--- src/rtl/uart_tx_sched_if.sv ---
// uart_tx_sched_if: requester handshake and serial-line bundle for uart_tx_sched
interface uart_tx_sched_if #(parameter int NumReq = 2);
  logic [NumReq-1:0] req_valid_i;
  logic [NumReq*8-1:0] req_data_i;
  logic [NumReq-1:0] req_ready_o;
  logic [NumReq-1:0] grant_o;
  logic tx_o;
  logic busy_o;
  modport master (output req_valid_i, req_data_i, input req_ready_o, grant_o, tx_o, busy_o);
  modport slave (input req_valid_i, req_data_i, output req_ready_o, grant_o, tx_o, busy_o);
endinterface

--- src/rtl/uart_tx_sched.sv ---
// uart_tx_sched: round-robin, line-locked scheduler serialising requester bytes onto one 8N1 line
module uart_tx_sched #(
  parameter int NumReq = 2,
  parameter int ClockFrequency = 33_000_000,
  parameter int BaudRate = 115_200,
  parameter int MaxBurst = 64
) (
  input logic clk_i,
  input logic rst_ni,
  uart_tx_sched_if.slave bus
);
  localparam int Div = ClockFrequency / BaudRate;
  localparam int CW = $clog2(Div);
  localparam int BW = $clog2(MaxBurst + 1);
  localparam int LW = NumReq > 1 ? $clog2(NumReq) : 1;
  typedef enum logic [1:0] {IDLE, START, DATA, STOP} state_e;
  state_e state_q, state_d;
  logic [CW-1:0] cnt_q, cnt_d;
  logic [2:0] idx_q, idx_d;
  logic [7:0] sh_q, sh_d, byte_in;
  logic [LW-1:0] last_q, last_d, sel, cand;
  logic [BW-1:0] burst_q, burst_d;
  logic [NumReq-1:0] grant_q, grant_d, sel_oh;
  logic lock_q, lock_d, tx_q, tx_d, acc, bit_end;
  always_comb begin
    sel = last_q;
    cand = last_q;
    for (int o = NumReq; o >= 1; o--) begin
      cand = LW'((int'(last_q) + o) % NumReq);
      if (bus.req_valid_i[cand]) sel = cand;
    end
    if (lock_q && bus.req_valid_i[last_q]) sel = last_q;
  end
  assign sel_oh = NumReq'(1) << sel;
  assign byte_in = bus.req_data_i[8*sel +: 8];
  assign acc = rst_ni && state_q == IDLE && |bus.req_valid_i;
  assign bit_end = cnt_q == CW'(Div - 1);
  always_comb begin
    state_d = state_q;
    cnt_d = cnt_q;
    idx_d = idx_q;
    sh_d = sh_q;
    last_d = last_q;
    burst_d = burst_q;
    grant_d = grant_q;
    lock_d = lock_q;
    tx_d = tx_q;
    if (state_q != IDLE) cnt_d = bit_end ? '0 : cnt_q + 1'b1;
    if (acc) begin
      state_d = START;
      cnt_d = '0;
      idx_d = '0;
      sh_d = byte_in;
      last_d = sel;
      grant_d = sel_oh;
      burst_d = (lock_q && sel == last_q) ? (burst_q == BW'(MaxBurst) ? burst_q : burst_q + 1'b1) : BW'(1);
      lock_d = byte_in != 8'h0A && burst_d < BW'(MaxBurst);
      tx_d = 1'b0;
    end else if (state_q == IDLE) begin
      grant_d = '0;
      lock_d = 1'b0;
    end else if (bit_end) begin
      if (state_q == START) begin
        state_d = DATA;
        tx_d = sh_q[0];
      end else if (state_q == STOP) begin
        state_d = IDLE;
      end else if (idx_q == 3'd7) begin
        state_d = STOP;
        tx_d = 1'b1;
      end else begin
        idx_d = idx_q + 3'd1;
        tx_d = sh_q[1];
        sh_d = sh_q >> 1;
      end
    end
  end
  always_ff @(posedge clk_i) begin
    if (!rst_ni) begin
      state_q <= IDLE;
      cnt_q <= '0;
      idx_q <= '0;
      sh_q <= '0;
      last_q <= LW'(NumReq - 1);
      burst_q <= '0;
      grant_q <= '0;
      lock_q <= 1'b0;
      tx_q <= 1'b1;
    end else begin
      state_q <= state_d;
      cnt_q <= cnt_d;
      idx_q <= idx_d;
      sh_q <= sh_d;
      last_q <= last_d;
      burst_q <= burst_d;
      grant_q <= grant_d;
      lock_q <= lock_d;
      tx_q <= tx_d;
    end
  end
  // grant follows arbitration combinationally while idle so a release is visible immediately
  assign bus.grant_o = !rst_ni ? '0 : (state_q == IDLE ? grant_d : grant_q);
  assign bus.req_ready_o = acc ? sel_oh : '0;
  assign bus.tx_o = tx_q;
  assign bus.busy_o = state_q != IDLE;
endmodule

--- src/flat_wrapper.sv ---
// flat-port wrapper written by rule: the top's interface ports become plain ports
module uart_tx_sched_flat 
#(
  parameter int NumReq = 2,
  parameter int ClockFrequency = 33_000_000,
  parameter int BaudRate = 115_200,
  parameter int MaxBurst = 64
)
  (clk_i, rst_ni, bus_req_valid_i, bus_req_data_i, bus_req_ready_o, bus_grant_o, bus_tx_o, bus_busy_o);
  uart_tx_sched_if #(.NumReq(NumReq)) bus_i ();
  input logic clk_i;
  input logic rst_ni;
  input wire logic [$bits(bus_i.req_valid_i)-1:0] bus_req_valid_i;
  input wire logic [$bits(bus_i.req_data_i)-1:0] bus_req_data_i;
  output wire logic [$bits(bus_i.req_ready_o)-1:0] bus_req_ready_o;
  output wire logic [$bits(bus_i.grant_o)-1:0] bus_grant_o;
  output wire logic [$bits(bus_i.tx_o)-1:0] bus_tx_o;
  output wire logic [$bits(bus_i.busy_o)-1:0] bus_busy_o;
  assign bus_i.req_valid_i = bus_req_valid_i;
  assign bus_i.req_data_i = bus_req_data_i;
  assign bus_req_ready_o = bus_i.req_ready_o;
  assign bus_grant_o = bus_i.grant_o;
  assign bus_tx_o = bus_i.tx_o;
  assign bus_busy_o = bus_i.busy_o;
  uart_tx_sched #(.NumReq(NumReq), .ClockFrequency(ClockFrequency), .BaudRate(BaudRate), .MaxBurst(MaxBurst)) u_core (.clk_i(clk_i), .rst_ni(rst_ni), .bus(bus_i));
endmodule
--- config.mk ---
export PLATFORM = sky130hd
export DESIGN_NAME = uart_tx_sched_flat
export DESIGN_NICKNAME = d
export VERILOG_FILES = /design/src/rtl/uart_tx_sched_if.sv /design/src/rtl/uart_tx_sched.sv /design/src/flat_wrapper.sv
export SDC_FILE = /design/constraint.sdc
export NUM_CORES = 1
export LEC_CHECK = 0
export ABC_CLOCK_PERIOD_IN_PS = 2500
export CAP_MARGIN = 20
export CORE_ASPECT_RATIO = 0.9
export CORE_UTILIZATION = 40
export CTS_BUF_LIST = sky130_fd_sc_hd__clkbuf_16
export DETAILED_ROUTE_END_ITERATION = 6
export HOLD_SLACK_MARGIN = 0.02
export PLACE_DENSITY = 0.75
export SLEW_MARGIN = 20
export SYNTH_ARGS = -nofsm -noshare
export SYNTH_HDL_FRONTEND = slang
export SYNTH_SLANG_ARGS = --single-unit
--- constraint.sdc ---
create_clock -name clk_i -period 2.5 [get_ports clk_i]
set_clock_uncertainty 0.2 [all_clocks]
set_input_delay 0.75 -clock clk_i [delete_from_list [all_inputs] [get_ports clk_i]]
set_output_delay 0.75 -clock clk_i [all_outputs]
set_load 0.01 [all_outputs]
==> reports/metrics.cfg, run 1 <==
[run_status]
status=finished, violations left
violations=negative setup slack

[min_path]
worstHoldPathType=reg -> reg

[sta]
min_period_ns=2.64
finalSetupViolations=3
fin_crit_sh_pct=105
slew_headroom_pct=74.9
hold_ws_ns=0.279
worst_slew_pin_slew_ns=0.376
max_freq_mhz=379
rsz0062_at_grt=yes
hold_viol=0
drv_slew=0
setup_ws_ns=-0.136

[critical_path]
crit_fanout=3
crit_path_frequent_cell=a21oi_2
crit_path_start_kind=input pin
critPathCapture=bus_grant_o[1]
path_class=in -> out
required_ns=1.55
r2r_end=u_core.lock_q$_SDFFE_PN0P_
slowest_delay_ns=0.17
worstRegToRegCells=7
cp-end-kind=primary output
crit_chain=buf_8 -> nand2_4 -> a21boi_4 -> a21oi_2 -> buf_4 -> nor2_4 -> a21oi_2 -> nor2_2 -> buf_2
cp_slowest_cell=a21oi_2
reg2reg_slack_ns=0.25
cp.arrival_ns=1.69
startpoint=bus_req_valid_i[1]
r2r_start=u_core.last_q$_SDFFE_PN1P_

[placement]
hpwl_um=3280
place_area_sq_um=2520
gp_congestion=0.785
port_buffers=25
dpl_worst_slack_ns=-0.914

[flow_run]
cap_violations=0

[yosys]
syn_area_sq_um=1920
synth_top_family_by_area=compound AO/OA/AOI/OAI gates
synth_area_leaders=dfxtp_1 35%, nor2_1 8.0%, xor2_1 5.0%
synth_edf_count=0
synth_seq_cells=34
ys_warn_count=0
synth_mux_area_share_pct=4.94
synth_cells=235
syn-num-nets=261
seq_area_frac_synth_pct=35.4
synthSimpleGateAreaFrac_pct=21.5
synthArstFlopShare_pct=0
synth_top_area_cell=dfxtp_1
synth_top_area_share_pct=35.4
ys_types=47
yosys_most_used_dff=dfxtp_1
synth_xor_area_share_pct=8.13
synth_compound_area_share_pct=21.8
avgSynthCellArea_sq_um=8.19
synth_adder_area_share_pct=3.90

[global_routing]
grt_pass1_vias=1807
grt_max_degree=17
grtUsageTotal_pct=21.0
grt_overflow=0
antenna_found_initial=0
grt_pass1_wl_um=7980

[route]
routedWlPerCell_um=12.9
wirelength_um=4720
final_antenna_net_count=0
wl_met2_um=2250
first_pass_iters=6
via_count=1932
met3_wirelength_um=168
drc=0
top_layer_used=met4
drt-initial-drc-count=95
met1Wirelength_um=2170
viasPerCell=5.29

[final_layout]
mostFrequentLayoutCells=45 x buf_4, 37 x nor2_1, 34 x dfxtp_1
final_common_cell=buf_4
nFillCells=413
fin_util_pct=60.8
nets=329
multi_input_area_sq_um=1210
syn2layout_area_growth_pct=43.6
fin_area_sq_um=2760
drive_gt1_share_pct=27.1
diodes=0
regArea_sq_um=681

[power]
p_total_mw=1.60
leakagePower_nw=1.17
power_per_cell_area_nw_per_um2=578
ir_drop_uv=358

[cts]
clock_latency_ns=0.28
cts_tree=yes
clk_path_buf_depth=2
numCtsBuffers=5
clock-sinks=34
cts-root-buf=clkbuf_16
clk_pin_slew_worst_paths_ns=0.05
hold_buffers=0
cts_htree_levels=2

[die]
rows=23
fp.dieW_um=75.1
core_region_area_sq_um=4550
die_h_um=67.8
die_area_sq_um=5090
io_pins=26
initial_utilization_pct=42.3

power by group:
part           leakage [nW]  switching [mW]  internal, mW
clock network        0.0773           0.221         0.460
registers             0.277          0.0153         0.563
logic                 0.813           0.156         0.182
worst min-delay path by stage:
stage                                 start                            to  slack (ns)  cells after the start
2_1_floorplan  u_core.grant_q[0]$_SDFF_PN0_  u_core.grant_q[0]$_SDFF_PN0_        0.24                      2
3_3_place_gp    u_core.sh_q[7]$_SDFFE_PN0P_   u_core.sh_q[7]$_SDFFE_PN0P_        0.26                      2
3_5_place_dp   u_core.grant_q[0]$_SDFF_PN0_  u_core.grant_q[0]$_SDFF_PN0_        0.27                      2
4_1_cts        u_core.grant_q[0]$_SDFF_PN0_  u_core.grant_q[0]$_SDFF_PN0_        0.27                      2
5_1_grt        u_core.grant_q[0]$_SDFF_PN0_  u_core.grant_q[0]$_SDFF_PN0_        0.31                      2
6_report       u_core.grant_q[0]$_SDFF_PN0_  u_core.grant_q[0]$_SDFF_PN0_        0.28                      2
cells by family after synthesis:
family / count (synthesis)
buf+inv: 19
simple gates: 86
compound gates: 64
fa+ha+maj: 6
mux: 9
flops: 34
xor+xnor: 17
synth_stat cells, drive strengths merged (2+ instances only):
| master | instances |
|---|---|
| nand4 | 6 |
| xnor2 | 5 |
| dfxtp | 34 |
| nand2 | 18 |
| nor2 | 41 |
| o21ai | 20 |
| o221ai | 2 |
| ha | 6 |
| mux2i | 5 |
| nor4 | 2 |
| and3 | 4 |
| a211oi | 9 |
| nand3b | 2 |
| inv | 7 |
| a21oi | 15 |
| nor3 | 2 |
| a21o | 3 |
| nor3b | 2 |
| o32ai | 6 |
| buf | 6 |
| mux2 | 4 |
| xor2 | 12 |
| nand3 | 4 |
| clkbuf | 5 |
per-layer routing:
layer	GRT usage, %	vias to the layer above
li1	-	980
met1	25.7	899
met2	34.2	40
met3	5.97	13
met4	9.20	0
met5	0	-
sequential cells by signal, summed over array words and instances, names as in the netlist:
signal / flops
u_core.state_q: 2
u_core.lock_q: 1
u_core.cnt_q: 9
u_core.bus.tx_o: 1
u_core.sh_q: 8
u_core.idx_q: 3
u_core.grant_q: 2
u_core.last_q: 1
u_core.burst_q: 7
final cells by class:
type | count | area share (%)
multi-input cells | 182 | 43.8
flip-flops and latches | 34 | 24.6
repair buffers | 72 | 21.8
clock buffers | 5 | 4.53
well taps | 62 | 2.81
clock inverters | 2 | 1.22
inverters | 8 | 1.13
stage by stage:
step | TNS [ns] | std cells
6_report | -0.243 | 365
5_1_grt | -0.363 | 365
4_1_cts | -0.147 | 366
3_5_place_dp | -7.25 | 352
3_3_place_gp | -6.82 | 352
2_1_floorplan | -0.0869 | 235
worst max-delay path: cells and delay by family:
kind            cells  cell delay, ns
buf+inv             3            0.38
compound gates      3            0.37
simple gates        3            0.16
what timing repair did:
action                                 in CTS  in global routing
pin swaps                                   6                  4
resized for setup                          45                  4
endpoints found under the hold margin       0                  0
gates cloned                                0                  0
buffers inserted                            7                  0
setup endpoints to repair                   9                  8
Power figures use the tool's default switching activity.
==> inputs of run 2 (changes only) <==
CORE_UTILIZATION = 30   (was 40)
PLACE_DENSITY = 0.62   (was 0.75)
==> run 2 against run 1 <==
Net effect:
- the flow still finishes with violations (negative setup slack)
- sequential share of layout area decreased by 0.46 points
- final area is 1.9% higher
- utilization decreased by 15 points
- non-clock buffer count shrank 4
- cell count is 6.0% higher
- largest power group unchanged
==> reports/metrics.cfg, run 2 (synthesis results as in run 1) <==
[sta]
slew_headroom_pct=74.5
hold_ws_ns=0.279
fin_tns_setup_ns=-0.0995
max_freq_mhz=388
setup_ws_ns=-0.0755
worst_slew_pin_slew_ns=0.382
fin_crit_sh_pct=103
drv_slew=0
min_period_ns=2.58
hold_viol=0
rsz0062_at_grt=yes
finalSetupViolations=3

[die]
io_pins=26
die_h_um=78.0
core_region_area_sq_um=6150
rows=27
die_area_sq_um=6740
initial_utilization_pct=31.3
fp.dieW_um=86.4

[power]
ir_drop_uv=392
leakagePower_nw=1.17
p_int_mw=1.31
switchingPower_uw=400
combPwrFrac_pct=19.4
seqPwrFrac_pct=33.7
power_frac_clock_pct=46.9
p_sw_share_pct=23.3
power_per_cell_area_nw_per_um2=608

[cts]
clock-sinks=34
cts_tree=yes
clock_latency_ns=0.28
cts_htree_levels=2
clk_path_buf_depth=2
cts-root-buf=clkbuf_16
numCtsBuffers=5
clk_pin_slew_worst_paths_ns=0.05

[placement]
hpwl_um=3550
gp_congestion=0.773
port_buffers=25

[final_layout]
syn2layout_area_growth_pct=46.3
largest_reg_flops=9
drive_gt1_share_pct=26.3
top_regs=u_core.cnt_q (9), u_core.sh_q (8), u_core.burst_q (7)
diodes=0
mostFrequentLayoutCells=39 x buf_4, 37 x nor2_1, 34 x dfxtp_1
nets=325
final_common_cell=buf_4
nFillCells=601
top_register=u_core.cnt_q

[global_routing]
grt_overflow=0
antenna_found_initial=0
grt_pass1_vias=1861
grt_max_degree=17
grt_pass1_wl_um=8400
grtUsageTotal_pct=15.7

[critical_path]
path_class=in -> out
worstRegToRegCells=7
critPathCapture=bus_grant_o[1]
crit_fanout=4
r2r_end=u_core.lock_q$_SDFFE_PN0P_
startpoint=bus_req_valid_i[0]
reg2reg_slack_ns=0.27
cp.arrival_ns=1.63
r2r_start=u_core.last_q$_SDFFE_PN1P_
crit_path_start_kind=input pin
cp-end-kind=primary output
required_ns=1.55

[run_status]
status=finished, violations left
violations=negative setup slack

[route]
drc=0
viasPerCell=4.83
first_pass_iters=5
routedWlPerCell_um=12.4
wirelength_um=4790
final_antenna_net_count=0
via_count=1870
drt-initial-drc-count=166

[min_path]
worstHoldPathType=reg -> reg

[flow_run]
cap_violations=0

## run 2: layout make-up
| class | count | area, sq um | share of cell area (%) |
|---|---|---|---|
| tap | 87 | 109 | 3.87 |
| multi-input combinational | 182 | 1210 | 43.2 |
| clock inverter | 3 | 68.8 | 2.44 |
| sequential | 34 | 681 | 24.2 |
| timing repair buffer | 68 | 587 | 20.8 |
| inverter | 8 | 30.0 | 1.07 |
| clock buffer | 5 | 125 | 4.44 |
## run 2: worst min-delay path by stage
stage                                       startpoint                           end  slack (ns)  cells after the start
final                     u_core.grant_q[1]$_SDFF_PN0_  u_core.grant_q[1]$_SDFF_PN0_        0.28                      2
after global routing      u_core.grant_q[0]$_SDFF_PN0_  u_core.grant_q[0]$_SDFF_PN0_        0.31                      2
after detailed placement  u_core.grant_q[0]$_SDFF_PN0_  u_core.grant_q[0]$_SDFF_PN0_        0.27                      2
after CTS                 u_core.grant_q[1]$_SDFF_PN0_  u_core.grant_q[1]$_SDFF_PN0_        0.29                      2
after floorplan           u_core.grant_q[0]$_SDFF_PN0_  u_core.grant_q[0]$_SDFF_PN0_        0.24                      2
after global placement     u_core.sh_q[7]$_SDFFE_PN0P_   u_core.sh_q[7]$_SDFFE_PN0P_        0.26                      2
## run 2: repair_timing
action	4_1_cts	5_1_grt
gates resized for setup	42	7
setup endpoints to repair	11	4
endpoints found under the hold margin	0	0
hold buffers	0	0
pin swaps	6	7
buffers inserted	4	2
## run 2: critical path: stages
cell and delay, ns:
buf_8 0.10, buf_6 0.10, o211ai_1 0.16, buf_4 0.15, nor2_4 0.03, a21oi_2 0.14, nor2_2 0.05, buf_2 0.13
## run 2: power by group through the flow
stage / combinational, mW / clock [mW] / sequential (mW)
after floorplan: 0.161 / 0 / 0.586
after global placement: 0.310 / 0 / 0.587
after detailed placement: 0.313 / 0 / 0.588
after CTS: 0.323 / 0.822 / 0.577
after global routing: 0.365 / 0.841 / 0.579
final: 0.333 / 0.802 / 0.577
## run 2: stage by stage
step                setup WS, ns  instances  instance area, sq um  power, mW  utilization, %
floorplan                -0.0869        235                  1970      0.748               -
global placement          -0.945        373                  2540      0.897            41.3
detailed placement        -0.958        373                  2540      0.901            41.3
CTS                      -0.0806        385                  2770       1.72            45.1
global route              -0.153        387                  2820       1.79            45.8
finish                   -0.0755        387                  2820       1.71            45.8
## run 2: layer usage
| metal | global-route usage [%] | up-vias | part of all wire (%) |
|---|---|---|---|
| met4 | 6.67 | 0 | 2.1 |
| met1 | 19.4 | 856 | 49 |
| li1 | - | 975 | - |
| met2 | 26.1 | 26 | 47 |
| met5 | 0 | - | 0 |
| met3 | 3.51 | 13 | 2.3 |
